$ cat src/rtl/aes_inv_round_ctrl_if.sv
// Block and datapath bundle for the iterative AES decryption sequencer:
// ciphertext in, plaintext out, round-key fetch and inverse-round datapath.
interface aes_inv_round_ctrl_if #(
  parameter int IDXW = 4
);
  logic            in_valid;
  logic            in_ready;
  logic [127:0]    in_data;
  logic [IDXW-1:0] key_idx;
  logic [127:0]    key_in;
  logic [127:0]    dp_state;
  logic            dp_last;
  logic [127:0]    dp_result;
  logic            out_valid;
  logic            out_ready;
  logic [127:0]    out_data;

  modport master (
    input  in_valid, in_data, key_in, dp_result, out_ready,
    output in_ready, key_idx, dp_state, dp_last, out_valid, out_data
  );

  modport slave (
    output in_valid, in_data, key_in, dp_result, out_ready,
    input  in_ready, key_idx, dp_state, dp_last, out_valid, out_data
  );
endinterface

$ cat src/rtl/aes_inv_round_ctrl.sv
// Iterative AES decryption sequencer: owns the 128-bit state register and steps
// the external inverse-round datapath once per clock, NR rounds per block.
module aes_inv_round_ctrl #(
  parameter int NR   = 10,
  parameter int IDXW = 4
) (
  input  logic                 clk,
  input  logic                 rst,
  input  logic                 flush,
  aes_inv_round_ctrl_if.master bus,
  output logic                 busy
);

  localparam logic [IDXW-1:0] IDX_NR    = IDXW'(NR);
  localparam logic [IDXW-1:0] IDX_FIRST = IDXW'(NR - 1);
  localparam logic [IDXW-1:0] IDX_ONE   = IDXW'(1);

  typedef enum logic [1:0] {
    IDLE  = 2'd0,
    ROUND = 2'd1,
    DONE  = 2'd2
  } state_e;

  state_e          fsm_q;
  logic [127:0]    state_q;
  logic [127:0]    state_d;
  logic [IDXW-1:0] cnt_q;
  logic [IDXW-1:0] key_idx_q;
  logic            in_ready_q;
  logic            out_valid_q;
  logic            busy_q;
  logic            dp_last_q;
  logic            accept;

  assign accept = (fsm_q == IDLE) && in_ready_q && bus.in_valid;

  // Accept performs the initial AddRoundKey with key NR; each round takes the datapath result.
  always_comb begin
    state_d = state_q;
    if (accept) begin
      state_d = bus.in_data ^ bus.key_in;
    end else if (fsm_q == ROUND) begin
      state_d = bus.dp_result;
    end
  end

  always_ff @(posedge clk) begin
    if (rst) begin
      fsm_q       <= IDLE;
      state_q     <= '0;
      cnt_q       <= '0;
      key_idx_q   <= IDX_NR;
      in_ready_q  <= 1'b1;
      out_valid_q <= 1'b0;
      busy_q      <= 1'b0;
      dp_last_q   <= 1'b0;
    end else if (flush) begin
      // Abort leaves the state register and counter untouched; only control returns to idle.
      fsm_q       <= IDLE;
      key_idx_q   <= IDX_NR;
      in_ready_q  <= 1'b1;
      out_valid_q <= 1'b0;
      busy_q      <= 1'b0;
      dp_last_q   <= 1'b0;
    end else begin
      state_q <= state_d;
      unique case (fsm_q)
        IDLE: begin
          if (accept) begin
            fsm_q      <= ROUND;
            cnt_q      <= IDX_FIRST;
            key_idx_q  <= IDX_FIRST;
            dp_last_q  <= (NR == 1);
            in_ready_q <= 1'b0;
            busy_q     <= 1'b1;
          end
        end
        ROUND: begin
          if (cnt_q != '0) begin
            cnt_q     <= cnt_q - IDX_ONE;
            key_idx_q <= cnt_q - IDX_ONE;
            dp_last_q <= (cnt_q == IDX_ONE);
          end else begin
            fsm_q       <= DONE;
            key_idx_q   <= IDX_NR;
            dp_last_q   <= 1'b0;
            out_valid_q <= 1'b1;
          end
        end
        DONE: begin
          if (bus.out_ready) begin
            fsm_q       <= IDLE;
            out_valid_q <= 1'b0;
            busy_q      <= 1'b0;
            in_ready_q  <= 1'b1;
          end
        end
        default: begin
          fsm_q <= IDLE;
        end
      endcase
    end
  end

  assign bus.in_ready  = in_ready_q;
  assign bus.key_idx   = key_idx_q;
  assign bus.dp_state  = state_q;
  assign bus.dp_last   = dp_last_q;
  assign bus.out_valid = out_valid_q;
  assign bus.out_data  = state_q;
  assign busy          = busy_q;

endmodule

$ cat src/flat_wrapper.sv
// flat-port wrapper written by rule: the top's interface ports become plain ports
module aes_inv_round_ctrl_flat 
#(
  parameter int NR   = 10,
  parameter int IDXW = 4
)
  (clk, rst, flush, busy, bus_in_valid, bus_in_data, bus_key_in, bus_dp_result, bus_out_ready, bus_in_ready, bus_key_idx, bus_dp_state, bus_dp_last, bus_out_valid, bus_out_data);
  aes_inv_round_ctrl_if #(.IDXW(IDXW)) bus_i ();
  input  logic clk;
  input  logic rst;
  input  logic flush;
  output logic busy;
  input wire logic [$bits(bus_i.in_valid)-1:0] bus_in_valid;
  input wire logic [$bits(bus_i.in_data)-1:0] bus_in_data;
  input wire logic [$bits(bus_i.key_in)-1:0] bus_key_in;
  input wire logic [$bits(bus_i.dp_result)-1:0] bus_dp_result;
  input wire logic [$bits(bus_i.out_ready)-1:0] bus_out_ready;
  output wire logic [$bits(bus_i.in_ready)-1:0] bus_in_ready;
  output wire logic [$bits(bus_i.key_idx)-1:0] bus_key_idx;
  output wire logic [$bits(bus_i.dp_state)-1:0] bus_dp_state;
  output wire logic [$bits(bus_i.dp_last)-1:0] bus_dp_last;
  output wire logic [$bits(bus_i.out_valid)-1:0] bus_out_valid;
  output wire logic [$bits(bus_i.out_data)-1:0] bus_out_data;
  assign bus_i.in_valid = bus_in_valid;
  assign bus_i.in_data = bus_in_data;
  assign bus_i.key_in = bus_key_in;
  assign bus_i.dp_result = bus_dp_result;
  assign bus_i.out_ready = bus_out_ready;
  assign bus_in_ready = bus_i.in_ready;
  assign bus_key_idx = bus_i.key_idx;
  assign bus_dp_state = bus_i.dp_state;
  assign bus_dp_last = bus_i.dp_last;
  assign bus_out_valid = bus_i.out_valid;
  assign bus_out_data = bus_i.out_data;
  aes_inv_round_ctrl #(.NR(NR), .IDXW(IDXW)) u_core (.clk(clk), .rst(rst), .flush(flush), .bus(bus_i), .busy(busy));
endmodule
$ cat config.mk
export PLATFORM = sky130hd
export DESIGN_NAME = aes_inv_round_ctrl_flat
export DESIGN_NICKNAME = d
export VERILOG_FILES = /design/src/rtl/aes_inv_round_ctrl_if.sv /design/src/rtl/aes_inv_round_ctrl.sv /design/src/flat_wrapper.sv
export SDC_FILE = /design/constraint.sdc
export NUM_CORES = 1
export LEC_CHECK = 0
export BUFFER_PORTS_ARGS = -buffer_cell sky130_fd_sc_hd__buf_2
export CORE_AREA = 10 10 245 247
export CTS_BUF_LIST = sky130_fd_sc_hd__clkbuf_2 sky130_fd_sc_hd__clkbuf_4 sky130_fd_sc_hd__clkbuf_8
export DETAILED_ROUTE_END_ITERATION = 8
export DIE_AREA = 0 0 255 257
export HOLD_SLACK_MARGIN = 0.06
export RECOVER_POWER = 100
export REMOVE_ABC_BUFFERS = 1
export SLEW_MARGIN = 5
export SYNTH_ARGS = -nofsm -noshare
export SYNTH_HDL_FRONTEND = slang
export SYNTH_SLANG_ARGS = --single-unit
$ cat constraint.sdc
create_clock -name clk -period 1.6 [get_ports clk]
set_input_delay 0.24 -clock clk [delete_from_list [all_inputs] [get_ports clk]]
set_output_delay 0.24 -clock clk [all_outputs]
set_load 0.005 [all_outputs]
==> results.json, run 1 <==
{
  "clockBufferDepth": 2,
  "drive_gt1_frac": 0.309,
  "yosysWarnings": 0,
  "finalNonFillerCells": 2446,
  "cts.htree.levels": 4,
  "p_sw_mw": 3.20,
  "endpoint_kind": "register",
  "fill_cells": 5862,
  "status": "completed",
  "drv_slew": 0,
  "combPwrFrac": 0.300,
  "coreArea_um2": 54900,
  "maxCapViolCount": 0,
  "slowest_delay_ns": 0.38,
  "finalSetupViolations": 0,
  "ff_latch_area_um2": 2840,
  "grt_pass1_wl_um": 61200,
  "final_cell_mix": "buf_2 (445), dlygate4sd3_1 (291), clkbuf_1 (204), dfxtp_1 (141), a21oi_1 (138)",
  "wl_um": 42100,
  "wl_per_cell_um": 17.2,
  "yosys.area.top_type": "dfxtp_1",
  "dpl.hpwl_um": 31700,
  "routed-via-count": 9547,
  "max_freq_ghz": 0.656,
  "clock_power_share": 0.326,
  "avgSynthCellArea_um2": 8.92,
  "setup_tns_ns": 0,
  "gp_congestion": 0.878,
  "hold_viol_final": 0,
  "area_delta_synth_final_pct": 79.8,
  "overflow": 0,
  "dp_cells": 2119,
  "relSlewSlack": 0.768,
  "dieWidth_um": 255,
  "die_h_um": 257,
  "worst_slack_ns": 0.0758,
  "cts_tree": "built",
  "internal_power_mw": 7.40,
  "drt_iter0_markers": 459,
  "tightest_slew_ns": 0.348,
  "drt_drc_violations_left": 0,
  "fp-row-count": 86,
  "first_pass_iters": 6,
  "vdd_drop_max_v": 0.000546,
  "skew_ns": 0.0161,
  "final_nets": 2117,
  "clock-sinks": 142,
  "worst_ep_required_time_ns": 2.05,
  "crit_chain": "a21oi_2 > nor3_4 > nor2_4 > buf_12 > o2bb2ai_1",
  "pwr-share-seq": 0.375,
  "post_cts_buffers": 0,
  "grt_pass1_vias": 10100,
  "cpMaxStageDelayCell": "dfxtp_1",
  "port_buffers": 652,
  "antenna_found_initial": 5,
  "clk_pin_slew_ns": 0.08,
  "synth-seq-area-share": 0.355,
  "min_path_type": "in -> reg",
  "multiInputGateArea_um2": 3760,
  "p_sw_frac": 0.302,
  "cp.arrival_ns": 1.97,
  "utilization": 0.263,
  "synth_seq_cells": 142,
  "clk-insertion-delay-late_ns": 0.53,
  "io_pins": 653,
  "rsz0062_at_grt": "true",
  "synth_top_area_share": 0.355,
  "netlist_top_cells_area": "dfxtp_1 (35%), o2bb2ai_1 (14%), xnor2_1 (14%)",
  "finalCriticalPeriod_ns": 1.52,
  "drt.antenna.violating_nets": 0,
  "start_util": 0.146,
  "worst-setup-path-type": "reg -> reg",
  "power_mw": 10.6,
  "root_buffer": "clkbuf_8",
  "p_per_area_nw_per_um2": 735,
  "track_usage": 0.123,
  "dpl_worst_slack_ns": 0.0595,
  "yosysUniqueCellTypes": 31,
  "crit_path_max_fanout": 57,
  "critPathLaunchType": "register",
  "fin_crit_sh": 0.953,
  "grt_max_degree": 58,
  "avgViaCountPerCell": 3.90,
  "synth_area_um2": 8020,
  "numCtsBuffers": 17,
  "leakage_nw": 5.95,
  "final_common_cell": "buf_2",
  "die_area_um2": 65500,
  "synth_cells": 899
}
-- through the flow --
stage          instance area [µm²]  hold slack, ns
2_1_floorplan                 6590           0.309
3_3_place_gp                 11300           0.465
3_5_place_dp                 11300           0.463
4_1_cts                      14700          0.0600
5_1_grt                      14400           0.104
6_report                     14400           0.147
-- synth_stat cells --
master and count:
nand2b_1 2, nor3_4 1, nor3_1 2, a21o_1 1, a211oi_1 1, nand4b_1 2
nor2b_2 1, xor2_1 1, o41ai_1 1, nor3b_1 1, buf_6 26, a21oi_1 138
nor2_2 1, o2bb2ai_1 129, a21oi_2 2, nand3_1 3, or2_2 1, dfxtp_1 142
a311o_1 1, o21ai_0 3, o211a_1 1, a311oi_1 2, nand4bb_1 1, buf_2 27
ha_1 3, nor2_1 135, buf_4 133, xnor2_1 129, nand3b_1 1, inv_1 3
nand2_1 5
-- power by group through the flow --
stage                     registers [mW]  logic, mW  clock network [mW]
after floorplan                     4.06       1.07                   0
after global placement              4.04       2.57                   0
after detailed placement            4.03       2.56                   0
after CTS                           3.96       3.24                3.67
after global routing                4.00       3.46                3.78
final                               3.97       3.18                3.45
-- layout make-up --
type,instances,share of cell area
antenna,4,0.000694
clock buffer,21,0.0201
clock inverter,11,0.0124
inverter,3,0.000781
multi-input combinational,568,0.261
sequential,142,0.197
tap,704,0.0611
timing repair buffer,993,0.447
-- routing by layer --
metal	global-route usage	part of all wire
met1	0.128	0.38
met2	0.218	0.50
met3	0.0454	0.097
met4	0.0483	0.025
met5	0	0.00028
-- worst max-delay path, delay by kind of cell (launching register included) --
family          cells  cell delay (ns)
flops               1             0.38
compound gates      2             0.50
simple gates        2             0.23
buf+inv             1             0.24
-- sequential cells by signal, indices dropped and copies added (netlist names) --
signal and cells:
u_core.bus.dp_state 128, u_core.bus.key_idx 4, u_core.cnt_q 4, u_core.fsm_q 2
u_core.bus.dp_last 1, u_core.bus.in_ready 1, u_core.bus.out_valid 1, u_core.busy 1
-- logic make-up (layout without fill, tap and decap cells) --
kind of cell,after synthesis,count (layout),share of synthesized area
AND/OR/NAND/NOR,156,156,0.0804
adder cells (fa/ha/maj),3,3,0.00468
flip-flops,142,142,0.355
other,0,4,0
AO/OA/AOI/OAI,279,279,0.239
buffers and inverters,189,1028,0.179
XOR/XNOR,130,130,0.142
-- what timing repair did --
item / CTS / global route
hold buffers: 291 / 0
gates resized for setup: 0 / 4
endpoints found under the hold margin: 139 / 0
endpoints found under the setup margin: 0 / 27
-- final timing paths --
kind	from	endpoint	slack, ns	cells after the start
worst min register to register	u_core.bus.out_valid	u_core.bus.out_valid	0.47	2
worst max register to register	u_core.bus.in_ready	u_core.bus.dp_state[93]	0.08	5
worst min-delay path	bus_key_in[41]	u_core.bus.dp_state[41]	0.15	5
worst max-delay path	u_core.bus.in_ready	u_core.bus.dp_state[93]	0.08	5
Power figures use the tool's default switching activity.
==> run 2, diff against run 1 <==
- CELL_PAD_IN_SITES_DETAIL_PLACEMENT: unset -> 1
- CELL_PAD_IN_SITES_GLOBAL_PLACEMENT: unset -> 1
- PLACE_DENSITY_LB_ADDON: unset -> 0.1
==> results.json, run 2 (synthesized netlist as in run 1, its figures left out) <==
{
  "final_common_cell": "buf_2",
  "finalSetupViolations": 0,
  "cp_num_buf_inv": 3,
  "wl_per_cell_um": 19.0,
  "die_area_um2": 65500,
  "drt_iter0_markers": 240,
  "overflow": 0,
  "utilization": 0.263,
  "whs_path_depth": 5,
  "min_from": "bus_key_in[90]",
  "port_buffers": 652,
  "worst-setup-path-type": "in -> reg",
  "p_per_area_nw_per_um2": 712,
  "crit_path_max_fanout": 56,
  "fin_crit_sh": 0.945,
  "grt_pass1_wl_um": 66900,
  "avgViaCountPerCell": 3.86,
  "grt_pass1_vias": 10800,
  "cts_tree": "built",
  "finalCriticalPeriod_ns": 1.51,
  "drive_gt1_frac": 0.398,
  "max_freq_ghz": 0.661,
  "start_util": 0.146,
  "cp.arrival_ns": 1.92,
  "first_pass_iters": 4,
  "multiInputGateArea_um2": 3760,
  "final_nets": 2095,
  "clk-insertion-delay-late_ns": 0.54,
  "clockBufferDepth": 2,
  "min_path_type": "in -> reg",
  "endpoint_kind": "register",
  "cp_top_family": "buffers and inverters",
  "gp_congestion": 0.820,
  "r2r-start": "u_core.bus.in_ready",
  "cpMaxStageDelayCell": "dlygate4sd3_1",
  "dpl.hpwl_um": 37000,
  "maxCapViolCount": 0,
  "ff_latch_area_um2": 2850,
  "reg2reg_to": "u_core.bus.dp_state[106]",
  "io_pins": 653,
  "coreArea_um2": 54900,
  "placedInstanceArea_um2": 11400,
  "final_cell_mix": "buf_2 (594), dlygate4sd3_1 (270), dfxtp_1 (140), a21oi_1 (138), nor2_1 (135)",
  "design_area_um2": 14400,
  "grt_max_degree": 57,
  "slowest_delay_ns": 0.54,
  "status": "completed",
  "skew_ns": 0.0138,
  "worst_ep_required_time_ns": 2.01,
  "relSlewSlack": 0.652,
  "rrSetupSlack_ns": 0.13,
  "worst_slack_ns": 0.0879,
  "largest_reg_flops": 128,
  "antenna_found_initial": 1,
  "critPathLaunchType": "primary input",
  "fill_cells": 6630,
  "track_usage": 0.136,
  "min_to": "u_core.bus.dp_state[90]",
  "numCtsBuffers": 17,
  "tightest_slew_ns": 0.518,
  "root_buffer": "clkbuf_8",
  "drv_slew": 0,
  "drt_drc_violations_left": 0,
  "area_delta_synth_final_pct": 80.1,
  "reg2reg_depth": 5,
  "hold_viol_final": 0,
  "fp-row-count": 86,
  "clk_pin_slew_ns": 0.08,
  "routed-via-count": 9344,
  "crit_chain": "dlygate4sd3_1 > buf_2 > a21oi_2 > nor2_1 > nand2_4 > buf_12 > o2bb2ai_1",
  "die_h_um": 257,
  "leakage_nw": 6.49,
  "clock-sinks": 142,
  "vdd_drop_max_v": 0.000451,
  "wl_um": 46100,
  "fin_hold_ws_ns": 0.140,
  "cts.htree.levels": 4,
  "dieWidth_um": 255,
  "drt.antenna.violating_nets": 0,
  "dpl_worst_slack_ns": 0.0623
}
==> run 2: worst register-to-register path: stages (launching register included) <==
cell and delay (ns):
dfxtp_2 0.36, a21oi_2 0.28, nor2_1 0.14, nand2_4 0.11, buf_12 0.22, o2bb2ai_1 0.23
==> run 2: what timing repair did <==
| action | 4_1_cts | 5_1_grt |
|---|---|---|
| setup endpoints to repair | 1 | 56 |
| hold buffers | 270 | 0 |
| endpoints found under the hold margin | 140 | 0 |
| gates cloned | 0 | 2 |
| buffers inserted | 0 | 1 |
| pin swaps | 0 | 1 |
| gates resized for setup | 1 | 2 |
==> run 2: per-layer routing <==
layer / vias to the layer above / share of wire / track usage
met4: 0 / 0.016 / 0.0451
met2: 298 / 0.54 / 0.261
met3: 37 / 0.062 / 0.0362
li1: 4603 / - / -
met1: 4406 / 0.38 / 0.137
met5: - / 0 / 0
==> run 2: how the worst max path moves through the flow <==
stage | to | depth (start not counted) | startpoint | slack (ns)
after floorplan | u_core.bus.key_idx[1] | 2 | u_core.fsm_q[1] | -6.09
after global placement | u_core.bus.dp_state[6] | 6 | u_core.fsm_q[0] | 0.11
after global routing | u_core.bus.dp_state[102] | 6 | u_core.fsm_q[1] | -0.00006
after CTS | bus_in_ready | 2 | u_core.bus.in_ready | 0.04
after detailed placement | u_core.bus.dp_state[2] | 6 | u_core.fsm_q[0] | 0.06
final | u_core.bus.dp_state[106] | 7 | bus_in_valid | 0.09
==> run 2: layout make-up <==
class | instances | area share
Clock buffer | 19 | 0.0177
Sequential cell | 142 | 0.197
Antenna cell | 2 | 0.000347
Tap cell | 704 | 0.0610
Inverter | 3 | 0.000780
Clock inverter | 11 | 0.00832
Timing Repair Buffer | 971 | 0.454
Multi-Input combinational cell | 568 | 0.261
==> run 2: through the flow <==
stage | power (mW) | TNS, ns | std cells
after global routing | 11.0 | -0.0000586 | 2419
after floorplan | 5.12 | -735.12 | 713
after detailed placement | 6.73 | 0 | 2115
after global placement | 6.72 | 0 | 2115
after CTS | 10.6 | 0 | 2415
final | 10.3 | 0 | 2420
==> run 2: report_power, final <==
part	total, mW	leakage, nW	internal [mW]	switching (mW)
Clock	3.01	0.187	1.41	1.60
Combinational	3.27	5.14	1.85	1.42
Sequential	4.00	1.16	3.76	0.236
==> run 3, diff against run 2 <==
- SETUP_SLACK_MARGIN: unset -> 0.4
==> results.json, run 3 (synthesized netlist as in run 1, its figures left out) <==
{
  "fin_crit_sh": 0.934,
  "maxCapViolCount": 0,
  "tightest_slew_ns": 0.532,
  "drt_iter0_markers": 264,
  "critPathLaunchType": "register",
  "final_common_cell": "buf_2",
  "drv_slew": 0,
  "hold_viol_final": 0,
  "skew_ns": 0.0106,
  "cts.htree.levels": 4,
  "cp.arrival_ns": 1.91,
  "leakage_nw": 5.97,
  "port_buffers": 652,
  "die_area_um2": 65500,
  "track_usage": 0.140,
  "first_pass_iters": 4,
  "clock-sinks": 142,
  "pwr-share-seq": 0.387,
  "die_h_um": 257,
  "area_delta_synth_final_pct": 84.3,
  "power_mw": 10.4,
  "drive_gt1_frac": 0.355,
  "dp_cells": 2115,
  "finalNonFillerCells": 2433,
  "status": "completed",
  "ff_latch_area_um2": 2850,
  "endpoint_kind": "register",
  "clk_pin_slew_ns": 0.09,
  "p_sw_frac": 0.328,
  "fill_cells": 6627,
  "largest_reg_flops": 128,
  "internal_power_mw": 6.97,
  "wl_um": 47400,
  "coreArea_um2": 54900,
  "crit_path_max_fanout": 11,
  "avgViaCountPerCell": 3.87,
  "worst-setup-path-type": "reg -> reg",
  "final_cell_mix": "buf_2 (431), dlygate4sd3_1 (266), clkbuf_1 (214), dfxtp_1 (140), xnor2_1 (129)",
  "p_per_area_nw_per_um2": 702,
  "grt_max_degree": 57,
  "clockBufferDepth": 2,
  "start_util": 0.146,
  "io_pins": 653,
  "drt_drc_violations_left": 0,
  "dieWidth_um": 255,
  "dpl.hpwl_um": 37000,
  "routed-via-count": 9423,
  "clk-insertion-delay-late_ns": 0.54,
  "min_path_type": "in -> reg",
  "grt_pass1_vias": 10900,
  "relSlewSlack": 0.643,
  "combPwrFrac": 0.322,
  "max_freq_ghz": 0.670,
  "numCtsBuffers": 17,
  "drt.antenna.violating_nets": 0,
  "overflow": 0,
  "cts_tree": "built",
  "vdd_drop_max_v": 0.000451,
  "finalCriticalPeriod_ns": 1.49,
  "worst_ep_required_time_ns": 2.01,
  "rsz0062_at_grt": "true",
  "multiInputGateArea_um2": 4130,
  "rrSetupSlack_ns": 0.11,
  "fp-row-count": 86,
  "finalSetupViolations": 0,
  "clock_power_share": 0.291,
  "wl_per_cell_um": 19.5,
  "root_buffer": "clkbuf_8",
  "grt_pass1_wl_um": 68600,
  "final_nets": 2109,
  "fin_hold_ws_ns": 0.142,
  "antenna_found_initial": 1,
  "gp_congestion": 0.820,
  "p_sw_mw": 3.40
}
==> run 3: cell types whose count changed in the layout (fill, tap and decap cells not counted), moves of 6 or more <==
cell      change
buf_2       -163
clkbuf_1    +157
nor2_1       -35
a21oi_1      -28
a21oi_2      +22
buf_6        +19
nor2_2       +18
nor2_4       +17
buf_12        -7
a21oi_4       +6
==> run 3: repair_timing <==
| item | in CTS | in global routing |
|---|---|---|
| pin swaps | 9 | 36 |
| resized for setup | 82 | 78 |
| endpoints found under the setup margin | 404 | 404 |
| hold buffers | 266 | 0 |
| setup buffers | 10 | 6 |
| hold endpoints to repair | 139 | 0 |
| gates cloned | 3 | 2 |
==> run 3: metal layers <==
layer  GRT usage  up-vias  part of all wire
li1            -     4633                 -
met1       0.142     4436              0.38
met2       0.268      311              0.54
met3      0.0361       43             0.062
met4      0.0473        0             0.019
met5           0        -                 0
==> run 3: worst max-delay path, stage by stage, from the launching register on <==
cell and delay (ns):
dfxtp_1 0.35, buf_8 0.14, nor3_2 0.33, nor2_4 0.08, buf_12 0.16, buf_4 0.17
o2bb2ai_1 0.12
==> run 3: power by group through the flow <==
stage | clock (mW) | sequential, mW | combinational (mW)
after floorplan | 0 | 4.06 | 1.07
after global placement | 0 | 4.09 | 2.63
after detailed placement | 0 | 4.09 | 2.64
after CTS | 3.27 | 4.01 | 3.41
after global routing | 3.35 | 4.05 | 3.67
final | 3.01 | 4.01 | 3.34
==> run 3: worst paths after layout <==
check | start | to | cells past startpoint
max | u_core.fsm_q[1] | u_core.bus.dp_state[81] | 6
min | flush | u_core.bus.key_idx[3] | 4
max reg2reg | u_core.fsm_q[1] | u_core.bus.dp_state[81] | 6
min reg2reg | u_core.bus.out_valid | u_core.bus.out_valid | 2
==> run 3: area by class of cell <==
type,instances,share of cell area
clock buffers,19,0.0173
inverters,3,0.000762
flip-flops and latches,142,0.193
multi-input cells,568,0.279
well taps,704,0.0596
clock inverters,11,0.00813
diodes,1,0.000169
repair buffers,985,0.442
==> run 3: per-stage QoR <==
stage                     cell area (µm²)  worst slack [ns]  utilization  setup TNS (ns)
after global routing                14800          -0.00668        0.269        -0.00668
after global placement              11400             0.112        0.207               0
after detailed placement            11400            0.0623        0.207               0
after floorplan                      6590             -6.09            -         -735.12
final                               14800             0.106        0.269               0
after CTS                           14900             0.105        0.271               0
